**src/rtl/led_pattern_seq.sv**
```systemverilog
// LED pattern sequencer: steps through a writable pattern RAM at a programmable rate
// and drives the current word to the LEDs (loop / one-shot / ping-pong playback).
module led_pattern_seq #(
    parameter int WIDTH = 4,
    parameter int DEPTH = 16,
    parameter int DIV   = 4194304,
    localparam int AW   = $clog2(DEPTH),
    localparam int PW   = $clog2(DIV) + 1
) (
    input  logic             clk,
    input  logic             resetn,
    input  logic             wr_en_i,
    input  logic [AW-1:0]    wr_addr_i,
    input  logic [WIDTH-1:0] wr_data_i,
    input  logic             start_i,
    input  logic             stop_i,
    input  logic [1:0]       mode_i,
    input  logic [AW-1:0]    last_i,
    output logic [WIDTH-1:0] led_o,
    output logic [AW-1:0]    idx_o,
    output logic             busy_o,
    output logic             done_o
);

    typedef enum logic {S_IDLE, S_RUN} state_t;

    localparam logic [1:0] M_ONESHOT  = 2'b01;
    localparam logic [1:0] M_PINGPONG = 2'b10;

    logic [WIDTH-1:0] mem_q [DEPTH];

    state_t           state_q, state_d;
    logic [1:0]       mode_q, mode_d;
    logic [AW-1:0]    last_q, last_d;
    logic [AW-1:0]    idx_q, idx_d;
    logic [WIDTH-1:0] led_q, led_d;
    logic [PW-1:0]    pre_q, pre_d;
    logic             dir_q, dir_d;   // 1 = counting down (ping-pong)
    logic             done_q, done_d;

    logic             tick;
    logic [AW-1:0]    nxt_idx;
    logic             nxt_dir;
    logic             fin;

    // Pattern RAM is not reset so software-loaded patterns survive a reset.
    always_ff @(posedge clk) begin
        if (wr_en_i) mem_q[wr_addr_i] <= wr_data_i;
    end

    always_ff @(posedge clk) begin
        if (!resetn) begin
            state_q <= S_IDLE;
            mode_q  <= '0;
            last_q  <= '0;
            idx_q   <= '0;
            led_q   <= '0;
            pre_q   <= '0;
            dir_q   <= 1'b0;
            done_q  <= 1'b0;
        end else begin
            state_q <= state_d;
            mode_q  <= mode_d;
            last_q  <= last_d;
            idx_q   <= idx_d;
            led_q   <= led_d;
            pre_q   <= pre_d;
            dir_q   <= dir_d;
            done_q  <= done_d;
        end
    end

    assign tick = (state_q == S_RUN) && (pre_q == PW'(DIV - 1));

    // Next step of the sequence, from the mode/last latched at start.
    always_comb begin
        nxt_idx = idx_q;
        nxt_dir = dir_q;
        fin     = 1'b0;
        case (mode_q)
            M_ONESHOT: begin
                if (idx_q == last_q) fin = 1'b1;
                else                 nxt_idx = idx_q + 1'b1;
            end
            M_PINGPONG: begin
                if (last_q == '0) begin
                    nxt_dir = ~dir_q;
                end else if (!dir_q) begin
                    if (idx_q == last_q) begin
                        nxt_dir = 1'b1;
                        nxt_idx = idx_q - 1'b1;
                    end else begin
                        nxt_idx = idx_q + 1'b1;
                    end
                end else begin
                    if (idx_q == '0) begin
                        nxt_dir = 1'b0;
                        nxt_idx = AW'(1);
                    end else begin
                        nxt_idx = idx_q - 1'b1;
                    end
                end
            end
            default: nxt_idx = (idx_q == last_q) ? '0 : idx_q + 1'b1;
        endcase
    end

    // Control priority: stop > start > tick.
    always_comb begin
        state_d = state_q;
        mode_d  = mode_q;
        last_d  = last_q;
        idx_d   = idx_q;
        led_d   = led_q;
        pre_d   = pre_q;
        dir_d   = dir_q;
        done_d  = 1'b0;
        if (stop_i) begin
            if (state_q == S_RUN) state_d = S_IDLE;
        end else if (start_i) begin
            state_d = S_RUN;
            mode_d  = mode_i;
            last_d  = last_i;
            idx_d   = '0;
            dir_d   = 1'b0;
            pre_d   = '0;
            led_d   = mem_q[0];
        end else if (state_q == S_RUN) begin
            pre_d = tick ? '0 : pre_q + 1'b1;
            if (tick) begin
                if (fin) begin
                    state_d = S_IDLE;
                    done_d  = 1'b1;
                end else begin
                    idx_d = nxt_idx;
                    dir_d = nxt_dir;
                    led_d = mem_q[nxt_idx];
                end
            end
        end
    end

    assign led_o  = led_q;
    assign idx_o  = idx_q;
    assign busy_o = (state_q == S_RUN);
    assign done_o = done_q;

endmodule

```
**config.mk**
```make
export PLATFORM = sky130hd
export DESIGN_NAME = led_pattern_seq
export DESIGN_NICKNAME = d
export VERILOG_FILES = /design/src/rtl/led_pattern_seq.sv
export SDC_FILE = /design/constraint.sdc
export NUM_CORES = 1
export LEC_CHECK = 0
export CELL_PAD_IN_SITES_DETAIL_PLACEMENT = 2
export CELL_PAD_IN_SITES_GLOBAL_PLACEMENT = 2
export CORE_UTILIZATION = 40
export CTS_CLUSTER_DIAMETER = 200
export DETAILED_ROUTE_END_ITERATION = 6
export PLACE_DENSITY_LB_ADDON = 0.25
export SYNTH_ARGS = -nofsm -noshare
export SYNTH_HDL_FRONTEND = slang
export SYNTH_SLANG_ARGS = --single-unit
```
**constraint.sdc**
```tcl
create_clock -name clk -period 3.6 [get_ports clk]
set_clock_uncertainty 0.1 [all_clocks]
set_input_delay 0.36 -clock clk [delete_from_list [all_inputs] [get_ports clk]]
set_output_delay 0.36 -clock clk [all_outputs]
set_load 0.005 [all_outputs]
```
==> impl_metrics.py <==
metrics = {
    "status": {
        "status": "completed",
    },
    "synthesis": {
        "syn_inst": 459,
        "syn_area_um2": 4991,
        "syn_avg_cell_area_um2": 10.87,
        "synth_enable_flop_cells": 64,
        "syn_nets": 484,
        "ys.flop_type": "edfxtp_1",
        "ys_warn_count": 0,
        "async_flop_share_pct": 0,
        "ys_seq_area_share_pct": 54.55,
        "synth-seq-cells": 104,
        "ys_types": 61,
    },
    "setup_path": {
        "criticalPathCategory": "reg2reg",
        "cp-start-kind": "register",
        "critPathRequiredTime_ps": 3740,
        "timing.critical_path.fanout_max": 21,
        "crit_arrival_ps": 3400,
        "cp-end-kind": "register",
    },
    "run": {
        "cap_viol_max_count": 0,
    },
    "power_and_ir_drop": {
        "leakage_uw": 0.002047,
        "peakVddDrop_mv": 0.3270,
        "powerDensity_nw_per_um2": 456.2,
    },
    "cts": {
        "cts_tree": "built",
        "cts.reportedPaths.clkPinSlew_ps": 70,
        "cts_buffer_depth": 2,
        "cts_buffers": 9,
        "cts_setup_buffers": 0,
        "h-tree-depth": 3,
        "clock_latency_ps": 360,
        "cts_resized": 0,
        "cts_sinks": 104,
        "cts_hold_buf": 0,
        "clockRootBuffer": "clkbuf_16",
    },
    "placement": {
        "dpl.hpwl_mm": 9.444,
        "place.gp.congestion": 0.8324,
        "dp_slack_ps": 324.3,
        "placed_cell_area_um2": 5454,
        "dp.cells": 646,
        "port_buffers": 28,
    },
    "global_routing": {
        "grt_pass1_vias": 3948,
        "grt_max_degree": 26,
        "grt_antenna_before_repair": 0,
        "gr-total-overflow": 0,
        "grt_pass1_wl_mm": 21.49,
        "grt_usage_pct": 22.39,
    },
    "timing": {
        "max-slew-margin-rel_pct": 47.61,
        "finalSetupViolations": 0,
        "max_freq_mhz": 306.7,
        "fin_crit_sh_pct": 90.57,
        "fin_crit_ps": 3260,
        "rsz0062_at_grt": "no",
        "setup_slack_ps": 339.6,
        "finalHoldViolCount": 0,
        "tightest_slew_ps": 779.8,
        "setup_tns_ps": 0,
        "slew_viol_final": 0,
    },
    "final_layout": {
        "regArea_um2": 2723,
        "final_cells": 662,
        "multi_input_area_um2": 2105,
        "fill_cells": 1259,
        "synthToLayoutAreaGrowth_pct": 15.59,
        "post-route-util_pct": 47.63,
        "layout_common_cells": "edfxtp_1 (64), nor2_1 (52), dfxtp_1 (40), nand2_1 (39), mux2i_1 (32)",
        "fin_nets": 514,
        "final_common_cell": "edfxtp_1",
        "design_area_um2": 5769,
        "antenna_cells": 0,
        "layout-drive-gt1-share_pct": 8.907,
    },
    "drt": {
        "ant_nets": 0,
        "drcViolationCount": 0,
        "vias": 3611,
        "drt_pass1_iterations": 4,
        "wl_per_cell_um": 20.05,
        "wirelength_mm": 13.28,
        "drtIter0Drc": 182,
        "viasPerCell": 5.455,
    },
    "die": {
        "core-area_um2": 12110,
        "ios": 29,
        "die_h_um": 113.7,
        "dieArea_um2": 12930,
        "start_util_pct": 41.21,
        "die_x_um": 113.7,
        "rows": 40,
    },
    "hold_path": {
        "hp-class": "reg2reg",
    },
}
[metrics by stage]
stage | total power (uW) | hold WS, ps
6_report | 2632 | 426.3
5_1_grt | 2724 | 469.2
4_1_cts | 2664 | 429.8
3_5_place_dp | 1613 | 409.0
3_3_place_gp | 1598 | 381.3
2_1_floorplan | 1501 | 358.9
[metal layers]
metal / wire, um / track usage (%) / vias to the layer above
met5: 0 / 0 / -
met2: 6844 / 39.63 / 54
met4: 311 / 8.158 / 0
met1: 5709 / 26.35 / 1807
li1: - / - / 1727
met3: 412 / 5.367 / 23
[logic make-up after synthesis]
family / Yosys count / share of synthesized area (%)
and+or+nand+nor: 171 / 17.47
DFF: 104 / 54.55
AOI/OAI and AO/OA: 87 / 11.76
muxes: 34 / 6.869
buffers and inverters: 31 / 3.284
xor gates and xnor gates: 26 / 4.563
adders and majority gates: 6 / 1.504
[state kept, by name, summed over array words and instances (netlist names)]
signal  flops
dir_q       1
idx_o       4
pre_q      23
busy_o      1
mem_q      64
led_o       4
done_o      1
mode_q      2
last_q      4
[final cells by class]
type | instances | share of cell area (%)
flip-flops and latches | 104 | 47.19
multi-input cells | 324 | 36.48
repair buffers | 39 | 6.506
clock buffers | 9 | 3.904
well taps | 168 | 3.643
clock inverters | 7 | 1.561
inverters | 11 | 0.7157
[where the power goes]
group,internal (uW),total [uW],switching [uW]
Combinational,116,282,166
Clock,561,1050,488
Sequential,1290,1300,15.7
[critical path, cell delays in order, from the launching register on]
cell and delay, ps:
dfxtp_1 560, xor2_1 200, nor4_4 360, inv_2 90, ha_1 280, nor3b_1 50, a21oi_1 160, o21a_2 310
buf_12 220, mux2i_1 210, mux2i_1 110, a221oi_1 360, a31oi_1 120
[path summary, 6_finish.rpt]
check,startpoint,endpoint,slack (ps),depth (start not counted)
setup reg to reg,idx_o[3],led_o[0],340,12
hold reg to reg,pre_q[1],pre_q[1],430,2
hold / removal,pre_q[1],pre_q[1],430,2
setup / recovery,idx_o[3],led_o[0],340,12
[cells in the mapped netlist, types with 2 or more instances]
cell / n / area, um^2
a21boi_0: 11 / 82.58
a21boi_1: 2 / 15.01
a21oi_1: 15 / 75.07
a221oi_1: 5 / 43.79
a31oi_1: 6 / 37.54
a41oi_1: 3 / 26.28
and2_1: 2 / 12.51
and3_1: 4 / 25.02
buf_2: 8 / 40.04
buf_6: 3 / 33.78
clkbuf_1: 7 / 26.28
dfxtp_1: 40 / 800.8
edfxtp_1: 64 / 1922
ha_1: 6 / 75.07
inv_1: 9 / 33.78
mux2_2: 2 / 22.52
mux2i_1: 32 / 320.3
nand2_1: 39 / 146.4
nand2b_1: 5 / 31.28
nand3_1: 10 / 50.05
nand3b_1: 2 / 15.01
nand4_1: 7 / 43.79
nor2_1: 52 / 195.2
nor2b_1: 12 / 75.07
nor3_1: 11 / 55.05
nor3b_1: 2 / 15.01
nor4_1: 3 / 18.77
nor4_4: 2 / 42.54
o211ai_1: 8 / 60.06
o21ai_0: 17 / 85.08
o21ai_1: 4 / 20.02
o21ai_2: 2 / 17.52
or2_2: 2 / 12.51
or3_1: 11 / 68.82
xnor2_1: 9 / 78.83
xor2_1: 17 / 148.9
(Power assumes the default switching activity.)
